**config.mk**
```make
export PLATFORM = sky130hd
export DESIGN_NAME = text_render_flat
export DESIGN_NICKNAME = d
export VERILOG_FILES = /design/src/rtl/text_render_pkg.sv /design/src/rtl/text_render_if.sv /design/src/rtl/text_render_cursor_blink.sv /design/src/rtl/text_render.sv /design/src/flat_wrapper.sv
export SDC_FILE = /design/constraint.sdc
export NUM_CORES = 1
export LEC_CHECK = 0
export ABC_AREA = 1
export BUFFER_PORTS_ARGS = -buffer_cell sky130_fd_sc_hd__buf_2
export CAP_MARGIN = 20
export CORE_MARGIN = 4
export CORE_UTILIZATION = 50
export CTS_CLUSTER_SIZE = 28
export DETAILED_ROUTE_END_ITERATION = 10
export PLACE_DENSITY = 0.85
export SYNTH_ARGS = -nofsm -noshare
export SYNTH_HDL_FRONTEND = slang
export SYNTH_SLANG_ARGS = --single-unit
```
**constraint.sdc**
```tcl
create_clock -name i_clk -period 2.9 [get_ports i_clk]
set_input_delay 0.58 -clock i_clk [delete_from_list [all_inputs] [get_ports i_clk]]
set_output_delay 0.58 -clock i_clk [all_outputs]
set_load 0.1 [all_outputs]
```
**src/rtl/text_render_pkg.sv**
```systemverilog
// Shared text-mode geometry and defaults for the renderer and its VRAM/font bus.
package text_render_pkg;
  localparam int TR_COLS     = 80;
  localparam int TR_ROWS     = 30;
  localparam int TR_CHAR_W   = 8;
  localparam int TR_CHAR_H   = 16;
  localparam int TR_HPOS_W   = 10;
  localparam int TR_VPOS_W   = 10;
  localparam int TR_ADDR_W   = 12;
  localparam int TR_BLINK_FR = 30;
  localparam int TR_FONT_AW  = 8 + $clog2(TR_CHAR_H);
  localparam logic [7:0] BLANK_CHAR = 8'h20;
endpackage

```
**src/rtl/text_render_if.sv**
```systemverilog
// Read-side bus from the text renderer to the VRAM read port and font ROM.
interface text_render_if #(
  parameter int ADDR_W  = 12,
  parameter int CHAR_W  = 8,
  parameter int FONT_AW = 12
);
  logic              vram_ce;
  logic [ADDR_W-1:0] vram_addr;
  logic [7:0]        vram_dout;
  logic [FONT_AW-1:0] font_addr;
  logic [CHAR_W-1:0] font_data;

  modport master (output vram_ce, vram_addr, font_addr, input vram_dout, font_data);
  modport slave  (input vram_ce, vram_addr, font_addr, output vram_dout, font_data);
endinterface

```
**src/rtl/text_render_cursor_blink.sv**
```systemverilog
// Cursor blink phase: counts vsync rising edges, toggles phase every BLINK_FR frames.
module text_render_cursor_blink import text_render_pkg::*; #(
  parameter int BLINK_FR = TR_BLINK_FR
) (
  input  logic i_clk,
  input  logic i_rst_n,
  input  logic i_vsync,
  output logic o_visible
);
  localparam int CNT_W = (BLINK_FR > 1) ? $clog2(BLINK_FR) : 1;
  localparam logic [CNT_W-1:0] LAST = CNT_W'(BLINK_FR - 1);

  logic             r_vs_d;
  logic [CNT_W-1:0] r_cnt;
  logic             r_hide;
  logic             w_rise;

  assign w_rise = i_vsync & ~r_vs_d;

  always_ff @(posedge i_clk or negedge i_rst_n) begin
    if (!i_rst_n) begin
      r_vs_d <= 1'b0;
      r_cnt  <= '0;
      r_hide <= 1'b0;
    end else begin
      r_vs_d <= i_vsync;
      if (w_rise) begin
        if (r_cnt == LAST) begin
          r_cnt  <= '0;
          r_hide <= ~r_hide;
        end else begin
          r_cnt <= r_cnt + 1'b1;
        end
      end
    end
  end

  assign o_visible = ~r_hide;
endmodule

```
**src/rtl/text_render.sv**
```systemverilog
// Text-mode renderer: per-cell VRAM fetch, font lookup, 1bpp shift-out and cursor overlay.
module text_render import text_render_pkg::*; #(
  parameter int COLS     = TR_COLS,
  parameter int ROWS     = TR_ROWS,
  parameter int CHAR_W   = TR_CHAR_W,
  parameter int CHAR_H   = TR_CHAR_H,
  parameter int HPOS_W   = TR_HPOS_W,
  parameter int VPOS_W   = TR_VPOS_W,
  parameter int ADDR_W   = TR_ADDR_W,
  parameter int BLINK_FR = TR_BLINK_FR
) (
  input  logic              i_clk,
  input  logic              i_rst_n,
  input  logic [HPOS_W-1:0] i_hpos,
  input  logic [VPOS_W-1:0] i_vpos,
  input  logic              i_de,
  input  logic              i_hsync,
  input  logic              i_vsync,
  input  logic              i_vram_busy,
  input  logic [ADDR_W-1:0] i_cursor_addr,
  input  logic              i_cursor_en,
  text_render_if.master     mem_bus,
  output logic              o_pixel,
  output logic              o_de,
  output logic              o_hsync,
  output logic              o_vsync,
  output logic              o_conflict
);
  localparam int COL_SH = $clog2(CHAR_W);
  localparam int ROW_SH = $clog2(CHAR_H);
  localparam logic [HPOS_W-1:0] COLS_H = HPOS_W'(COLS);
  localparam logic [VPOS_W-1:0] ROWS_V = VPOS_W'(ROWS);
  localparam logic [ADDR_W-1:0] COLS_A = ADDR_W'(COLS);

  logic [HPOS_W-1:0] w_col_p0;
  logic [VPOS_W-1:0] w_row_p0;
  logic [ADDR_W-1:0] w_addr_p0;
  logic              w_start_p0, w_issue_p0, w_fetch_p0;
  logic [7:0]        w_char_p1;
  logic              w_visible;

  logic              r_run;
  logic              r_vld_p1, r_fetch_p1, r_start_p1;
  logic              r_vld_p2, r_start_p2, r_cur_p2;
  logic [2:0]        r_dhv_p1, r_dhv_p2, r_dhv_p3;
  logic [ADDR_W-1:0] r_addr_p1;
  logic [ROW_SH-1:0] r_grow_p1;
  logic [7:0]        r_char;
  logic [CHAR_W-1:0] r_shift;
  logic              r_inv;
  logic              r_conflict;

  text_render_cursor_blink #(.BLINK_FR(BLINK_FR)) u_blink (
    .i_clk     (i_clk),
    .i_rst_n   (i_rst_n),
    .i_vsync   (i_vsync),
    .o_visible (w_visible)
  );

  // p0: cell decode and VRAM issue (r_run holds off the first cycle after reset)
  assign w_col_p0   = i_hpos >> COL_SH;
  assign w_row_p0   = i_vpos >> ROW_SH;
  assign w_start_p0 = (i_hpos[COL_SH-1:0] == '0);
  assign w_issue_p0 = r_run & i_de & w_start_p0 & (w_col_p0 < COLS_H) & (w_row_p0 < ROWS_V);
  assign w_fetch_p0 = w_issue_p0 & ~i_vram_busy;
  assign w_addr_p0  = ADDR_W'(w_row_p0) * COLS_A + ADDR_W'(w_col_p0);

  assign mem_bus.vram_ce   = w_fetch_p0;
  assign mem_bus.vram_addr = w_fetch_p0 ? w_addr_p0 : '0;

  // p1: char arrives; a skipped fetch reuses the last latched code
  assign w_char_p1         = r_fetch_p1 ? mem_bus.vram_dout : r_char;
  assign mem_bus.font_addr = r_vld_p1 ? {w_char_p1, r_grow_p1} : '0;

  always_ff @(posedge i_clk) begin
    r_addr_p1 <= w_addr_p0;
    r_grow_p1 <= i_vpos[ROW_SH-1:0];
  end

  always_ff @(posedge i_clk or negedge i_rst_n) begin
    if (!i_rst_n) begin
      r_run      <= 1'b0;
      r_vld_p1   <= 1'b0;
      r_fetch_p1 <= 1'b0;
      r_start_p1 <= 1'b0;
      r_vld_p2   <= 1'b0;
      r_start_p2 <= 1'b0;
      r_cur_p2   <= 1'b0;
      r_dhv_p1   <= '0;
      r_dhv_p2   <= '0;
      r_dhv_p3   <= '0;
      r_char     <= BLANK_CHAR;
      r_shift    <= '0;
      r_inv      <= 1'b0;
      r_conflict <= 1'b0;
    end else begin
      r_run      <= 1'b1;
      r_vld_p1   <= w_issue_p0;
      r_fetch_p1 <= w_fetch_p0;
      r_start_p1 <= w_start_p0;
      r_dhv_p1   <= {i_de, i_hsync, i_vsync};
      if (w_issue_p0 & i_vram_busy) r_conflict <= 1'b1;
      if (r_fetch_p1) r_char <= mem_bus.vram_dout;
      // p2: glyph row arrives from the font ROM
      r_vld_p2   <= r_vld_p1;
      r_start_p2 <= r_start_p1;
      r_cur_p2   <= r_vld_p1 & (r_addr_p1 == i_cursor_addr);
      r_dhv_p2   <= r_dhv_p1;
      // p3: serialise the glyph row, cursor inversion latched for the whole cell
      r_dhv_p3   <= r_dhv_p2;
      if (r_start_p2) begin
        r_shift <= r_vld_p2 ? mem_bus.font_data : '0;
        r_inv   <= r_cur_p2 & i_cursor_en & w_visible;
      end else begin
        r_shift <= r_shift << 1;
      end
    end
  end

  assign o_pixel    = (r_shift[CHAR_W-1] ^ r_inv) & r_dhv_p3[2];
  assign o_de       = r_dhv_p3[2];
  assign o_hsync    = r_dhv_p3[1];
  assign o_vsync    = r_dhv_p3[0];
  assign o_conflict = r_conflict;
endmodule
```
**src/flat_wrapper.sv**
```systemverilog
// flat-port wrapper written by rule: the top's interface ports become plain ports
module text_render_flat import text_render_pkg::*;
#(
  parameter int COLS     = TR_COLS,
  parameter int ROWS     = TR_ROWS,
  parameter int CHAR_W   = TR_CHAR_W,
  parameter int CHAR_H   = TR_CHAR_H,
  parameter int HPOS_W   = TR_HPOS_W,
  parameter int VPOS_W   = TR_VPOS_W,
  parameter int ADDR_W   = TR_ADDR_W,
  parameter int BLINK_FR = TR_BLINK_FR
)
  (i_clk, i_rst_n, i_hpos, i_vpos, i_de, i_hsync, i_vsync, i_vram_busy, i_cursor_addr, i_cursor_en, o_pixel, o_de, o_hsync, o_vsync, o_conflict, mem_bus_vram_ce, mem_bus_vram_addr, mem_bus_font_addr, mem_bus_vram_dout, mem_bus_font_data);
  text_render_if #(.ADDR_W(ADDR_W), .CHAR_W(CHAR_W)) mem_bus_i ();
  input  logic i_clk;
  input  logic i_rst_n;
  input  logic [HPOS_W-1:0] i_hpos;
  input  logic [VPOS_W-1:0] i_vpos;
  input  logic i_de;
  input  logic i_hsync;
  input  logic i_vsync;
  input  logic i_vram_busy;
  input  logic [ADDR_W-1:0] i_cursor_addr;
  input  logic i_cursor_en;
  output logic o_pixel;
  output logic o_de;
  output logic o_hsync;
  output logic o_vsync;
  output logic o_conflict;
  output wire logic [$bits(mem_bus_i.vram_ce)-1:0] mem_bus_vram_ce;
  output wire logic [$bits(mem_bus_i.vram_addr)-1:0] mem_bus_vram_addr;
  output wire logic [$bits(mem_bus_i.font_addr)-1:0] mem_bus_font_addr;
  input wire logic [$bits(mem_bus_i.vram_dout)-1:0] mem_bus_vram_dout;
  input wire logic [$bits(mem_bus_i.font_data)-1:0] mem_bus_font_data;
  assign mem_bus_vram_ce = mem_bus_i.vram_ce;
  assign mem_bus_vram_addr = mem_bus_i.vram_addr;
  assign mem_bus_font_addr = mem_bus_i.font_addr;
  assign mem_bus_i.vram_dout = mem_bus_vram_dout;
  assign mem_bus_i.font_data = mem_bus_font_data;
  text_render #(.COLS(COLS), .ROWS(ROWS), .CHAR_W(CHAR_W), .CHAR_H(CHAR_H), .HPOS_W(HPOS_W), .VPOS_W(VPOS_W), .ADDR_W(ADDR_W), .BLINK_FR(BLINK_FR)) u_core (.i_clk(i_clk), .i_rst_n(i_rst_n), .i_hpos(i_hpos), .i_vpos(i_vpos), .i_de(i_de), .i_hsync(i_hsync), .i_vsync(i_vsync), .i_vram_busy(i_vram_busy), .i_cursor_addr(i_cursor_addr), .i_cursor_en(i_cursor_en), .mem_bus(mem_bus_i), .o_pixel(o_pixel), .o_de(o_de), .o_hsync(o_hsync), .o_vsync(o_vsync), .o_conflict(o_conflict));
endmodule
```
==> results of run 1 <==
[logic make-up (layout without fill, tap and decap cells)]
kind of cell,Yosys count,after routing,share of synthesized area [%]
simple gates,117,117,20.5
flops,56,56,52.6
buf+inv,55,151,8.26
compound gates,37,37,8.06
fa+ha+maj,15,15,8.06
xor+xnor,6,6,2.39
other cells,1,1,0.149
[power by group through the flow]
stage,clock network (mW),logic (mW),registers (mW)
2_1_floorplan,0,0.228,0.960
3_3_place_gp,0,0.361,0.937
3_5_place_dp,0,0.382,0.941
4_1_cts,0.407,0.388,0.925
5_1_grt,0.441,0.480,0.937
6_report,0.394,0.423,0.926
[per-stage QoR]
stage | std cells | setup TNS (ps)
floorplan | 287 | -2570
finish | 450 | -80.4
global route | 450 | -258
detailed placement | 442 | -320
CTS | 449 | -66.0
global placement | 442 | -180
[flip-flops by register name, indices dropped and copies added (netlist names)]
register	count
u_core.r_dhv_p2	3
u_core.r_inv	1
u_core.r_shift	8
u_core.r_start_p2	1
u_core.r_run	1
u_core.o_conflict	1
u_core.u_blink.r_hide	1
u_core.r_start_p1	1
u_core.r_dhv_p1	3
u_core.r_char	8
u_core.r_dhv_p3	3
u_core.r_vld_p2	1
u_core.r_vld_p1	1
u_core.r_addr_p1	12
u_core.r_cur_p2	1
u_core.u_blink.r_cnt	5
u_core.r_grow_p1	4
u_core.r_fetch_p1	1
[how the worst max path moves through the flow]
stage	end	cells after the start
finish	mem_bus_vram_addr[11]	12
global route	mem_bus_vram_addr[11]	11
CTS	mem_bus_vram_addr[11]	12
detailed placement	mem_bus_vram_addr[11]	12
global placement	mem_bus_vram_addr[11]	12
floorplan	mem_bus_vram_addr[0]	5
[layout make-up]
type / instances / share of cell area [%]
Clock buffer: 7 / 2.16
Clock inverter: 1 / 0.142
Inverter: 51 / 5.42
Multi-Input combinational cell: 176 / 32.7
Sequential cell: 56 / 37.5
Tap cell: 67 / 2.38
Timing Repair Buffer: 92 / 19.7
[cells in the final DEF (no fill, tap or decap), types with 2 or more instances in the layout]
cell type | synthesis | final
o21ai_0 | 12 | 12
clkbuf_1 | 3 | 2
buf_12 | 0 | 13
buf_6 | 0 | 2
ha_1 | 13 | 7
a21oi_1 | 17 | 16
dfrtp_1 | 39 | 39
xor2_1 | 5 | 3
clkbuf_8 | 0 | 5
nor3_2 | 1 | 2
ha_4 | 0 | 5
nand4_1 | 4 | 4
nor2_1 | 26 | 23
or2_2 | 2 | 2
inv_1 | 50 | 50
nand3_1 | 19 | 18
nand2_1 | 54 | 53
o22ai_1 | 3 | 3
and3_1 | 2 | 2
xor2_4 | 0 | 2
buf_4 | 0 | 7
buf_2 | 1 | 69
nand2_2 | 4 | 5
dfxtp_1 | 16 | 16
nor2_4 | 1 | 4
[routing by layer]
layer  global-route usage, %  wire, um  vias to the layer above
li1                        -         -                     1085
met1                    20.6      2100                     1022
met2                    35.6      3060                       62
met3                    5.90       406                       12
met4                    5.50       138                        0
met5                       0         0                        -
[repair_timing]
item,CTS,global route
setup endpoints to repair,4,4
pin swaps,6,2
gates resized for setup,4,12
buffers inserted,0,1
==> flow_summary.yaml, run 1 <==
status:
  status: "finished with violations"
  violations: "setup timing"
placed_design:
  place_hpwl_um: 4400
  port_buffers: 84
  place_congestion: 0.867
  placed_area_mm2: 0.00334
  place_worst_setup_slack_ps: -119
clocking:
  root_buffer: "clkbuf_8"
  clockBufferDepth: 2
  cts_tree: "yes"
  path_clk_slew_ps: 90
  clk_latency_ps: 300
  htreeDepth: 2
  cts.sinks: 56
  numCtsBuffers: 5
  hold_buffers: 0
worst_hold_path:
  hold_path_class: "flip-flop to flip-flop"
  min_to: "u_core.r_dhv_p3[2]"
  whs_path_depth: 0
  worstHoldStart: "u_core.r_dhv_p2[2]"
timing:
  fin_ws_ps: -37.8
  clock_skew_ps: 7.58
  period_minus_slack_ps: 2940
  slew_headroom_pct: 43.7
  hold_ws_ps: 346
  hold_violations: 0
  worst_slew_pin_slew_ps: 845
  setup_viol: 3
  fin_crit_sh_pct: 101
  rsz0062_at_grt: "yes"
  fmax_mhz: 340
  finalMaxSlewViolations: 0
synth:
  yosysMostFrequentCell: "nand2_1"
  synth.top_cells.by_count: "nand2_1, inv_1, dfrtp_1"
  synth_top_area_share_pct: 38.8
  yosys_warnings: 0
  netlist_area_mm2: 0.00251
  synth_top_area_cell: "dfrtp_1"
  synth_fp_nets: 357
  ys_seq_area_share_pct: 52.6
  yosysUniqueCellTypes: 32
  ys_ff_latch: 56
  synth-edff-count: 0
  synth_cells: 287
  synth_area_leaders: "dfrtp_1, dfxtp_1, nand2_1"
  async_reset_ff_share_pct: 71.4
  synth_ff_type: "dfrtp_1"
  syn-mean-instance-area_um2: 8.76
routing:
  wl_per_cell_um: 12.7
  drt_wl_total_um: 5700
  drt_iter0_drc: 69
  ant_nets: 0
  drc_errors: 0
  first_pass_iters: 4
  vias: 2181
  avgViaCountPerCell: 4.85
layout:
  drive_gt1_share_pct: 32.9
  register_area_mm2: 0.00132
  fillers: 369
  design_area_mm2: 0.00353
  syn_to_final_growth_pct: 40.3
  final_util_pct: 73.8
  num_antenna_cells: 0
  fin_nets: 452
  multi_input_area_mm2: 0.00115
pwr:
  p_sw_mw: 0.530
  powerDensity_mw_per_mm2: 494
  total_power_mw: 1.74
  p_seq_share_pct: 53.1
  internal_power_mw: 1.21
  p_leak_nw: 1.84
  switching_share_pct: 30.4
  pwr-share-comb_pct: 24.3
  clockPowerShare_pct: 22.6
  vdd_drop_max_v: 0.000234
die:
  pin_count: 85
  die_w_um: 78.9
  die-height_um: 78.9
  dieArea_mm2: 0.00623
  start_util_pct: 52.5
  core_mm2: 0.00479
  row_count: 25
setup_path:
  cp-end-kind: "primary output"
  worstReg2RegStart: "u_core.r_dhv_p1[0]"
  regToRegEndpoint: "u_core.u_blink.r_cnt[3]"
  path_buf_inv: 2
  reg2regPathDepth: 6
  regToRegSetupSlack_ps: 1540
  critPathKind: "primary input to primary output"
  crit_family: "adder cells"
  startpoint_type: "primary input"
  path_cells: "buf_8, ha_4, ha_4, fa_2, xor2_4, nand2_2, nor2_4, nand2_2, nand2_2, nand2_2, nor2_4, buf_12"
  slowest_delay_ps: 400
  crit_slowest_cell: "fa_2"
  startpoint: "i_vpos[5]"
  critPathMostFrequentCell: "nand2_2"
  path_max_fanout: 3
  arrival_ps: 2360
  critPathRequiredTime_ps: 2320
global_route:
  grt_pass1_wl_um: 9470
  overflow: 0
  grt_max_degree: 41
  antenna_found_initial: 0
  grt_pass1_vias: 2230
  grt_use_total_pct: 19.0
job:
  max_cap_violations: 0
(Power assumes the default switching activity.)
==> run 2: changes to the inputs <==
Settings changed: CORE_MARGIN 4 to 10.
==> run 2 against run 1 <==
Against the previous run: the run still ends with setup timing left; final cell count shrank 0.44%; die area grew 33%; count of clock-buffer cells in the layout fell by 1; largest power group unchanged; highest routed layer unchanged.
==> flow_summary.yaml, run 2 (synthesis results as in run 1) <==
timing:
  finalMaxSlewViolations: 0
  slew_headroom_pct: 42.5
  fin_ws_ps: -29.6
  worst_slew_pin_slew_ps: 862
  period_minus_slack_ps: 2930
  hold_ws_ps: 356
  tns_ps: -29.6
  hold_violations: 0
  clock_skew_ps: 5.19
  fin_crit_sh_pct: 101
  rsz0062_at_grt: "yes"
  fmax_mhz: 341
  setup_viol: 1
pwr:
  clockPowerShare_pct: 27.8
  switching_share_pct: 28.7
  vdd_drop_max_v: 0.000247
  pwr-share-comb_pct: 21.6
  powerDensity_mw_per_mm2: 521
  p_leak_nw: 1.84
  p_sw_mw: 0.526
  p_seq_share_pct: 50.5
  internal_power_mw: 1.31
  total_power_mw: 1.83
global_route:
  grt_pass1_vias: 2296
  grt-busiest-layer: "met2"
  grtUsageMet1_pct: 15.9
  grt_use_total_pct: 15.4
  use_met2_pct: 27.4
  antenna_found_initial: 0
  grt_pass1_wl_um: 10500
  gr-usage-met3_pct: 6.65
  grt_max_degree: 41
  overflow: 0
routing:
  drc_errors: 0
  first_pass_iters: 3
  wl_per_cell_um: 13.6
  vias: 2134
  drt_wl_total_um: 6100
  ant_nets: 0
  avgViaCountPerCell: 4.76
  drt_iter0_drc: 54
layout:
  syn_to_final_growth_pct: 39.9
  largest_register: "u_core.r_addr_p1"
  mostFrequentLayoutCells: "buf_2, nand2_1, inv_1"
  largest_registers: "u_core.r_addr_p1 (12), u_core.r_char (8), u_core.r_shift (8)"
  drive_gt1_share_pct: 32.8
  final_cells: 448
  final_util_pct: 73.5
  num_antenna_cells: 0
  fin_nets: 450
  layout_commonest_cell: "buf_2"
  largest_reg_flops: 12
clocking:
  cts.sinks: 56
  path_clk_slew_ps: 90
  cts_tree: "yes"
  htreeDepth: 2
  clk_latency_ps: 300
  hold_buffers: 0
  clockBufferDepth: 2
  numCtsBuffers: 5
  root_buffer: "clkbuf_8"
die:
  die-height_um: 90.9
  pin_count: 85
  core_mm2: 0.00479
  die_w_um: 90.9
  row_count: 25
  start_util_pct: 52.5
  dieArea_mm2: 0.00827
status:
  violations: "setup timing"
  status: "finished with violations"
job:
  max_cap_violations: 0
setup_path:
  critPathKind: "primary input to primary output"
  critPathRequiredTime_ps: 2320
  startpoint_type: "primary input"
  cp-end-kind: "primary output"
  arrival_ps: 2350
  path_max_fanout: 3
placed_design:
  dp.cells: 441
  place_congestion: 0.766
  port_buffers: 84
  place_hpwl_um: 5040
worst_hold_path:
  hold_path_class: "flip-flop to flip-flop"
==> run 2: layer usage <==
layer	up-vias	part of all wire, %
li1	1082	-
met1	984	38
met2	54	52
met3	14	8.0
met4	0	1.7
met5	-	0
==> run 2: path summary, 6_finish.rpt <==
kind / from / to / slack, ps / cells after the start
setup / recovery: i_vpos[7] / mem_bus_vram_addr[11] / -30 / 12
hold / removal: u_core.r_start_p1 / u_core.r_start_p2 / 360 / 0
setup reg to reg: u_core.r_vld_p1 / u_core.r_cur_p2 / 1490 / 6
hold reg to reg: u_core.r_start_p1 / u_core.r_start_p2 / 360 / 0
max in group asynchronous: i_rst_n / u_core.r_shift[6] / 1970 / 1
min in group asynchronous: i_rst_n / u_core.r_shift[2] / 390 / 1
==> run 2: layout make-up <==
type / instances / area [um^2]
Clock buffer: 6 / 82.6
Clock inverter: 2 / 33.8
Fill cell: 348 / 1270
Inverter: 51 / 191
Multi-Input combinational cell: 176 / 1130
Sequential cell: 56 / 1320
Tap cell: 67 / 83.8
Timing Repair Buffer: 90 / 677
==> run 2: critical path: stages <==
cell     delay (ps)
buf_8           100
ha_4            240
ha_4            160
fa_2            380
xor2_4          190
nand2_2          90
nor2_4          130
nand2_2          60
nand2_2          70
nand2_2          60
nor2_4          100
buf_12          180
==> run 2: power by group through the flow <==
| stage | Sequential (mW) | Clock, mW | Combinational (mW) |
|---|---|---|---|
| 3_3_place_gp | 0.938 | 0 | 0.360 |
| 3_5_place_dp | 0.943 | 0 | 0.378 |
| 6_report | 0.927 | 0.511 | 0.397 |
| 2_1_floorplan | 0.960 | 0 | 0.228 |
| 4_1_cts | 0.927 | 0.525 | 0.388 |
| 5_1_grt | 0.939 | 0.564 | 0.447 |
==> run 2: stage by stage <==
step	worst slack, ps	instance area (um^2)
global route	-95.0	3520
floorplan	-340	2600
finish	-29.6	3520
detailed placement	-138	3330
CTS	-44.3	3490
global placement	-59.3	3330
==> run 2: timing repair <==
item                                    CTS  global route
endpoints found under the setup margin    4             3
buffers inserted                          0             0
gates cloned                              0             0
pin swaps                                 9             0
gates resized for setup                   9             5
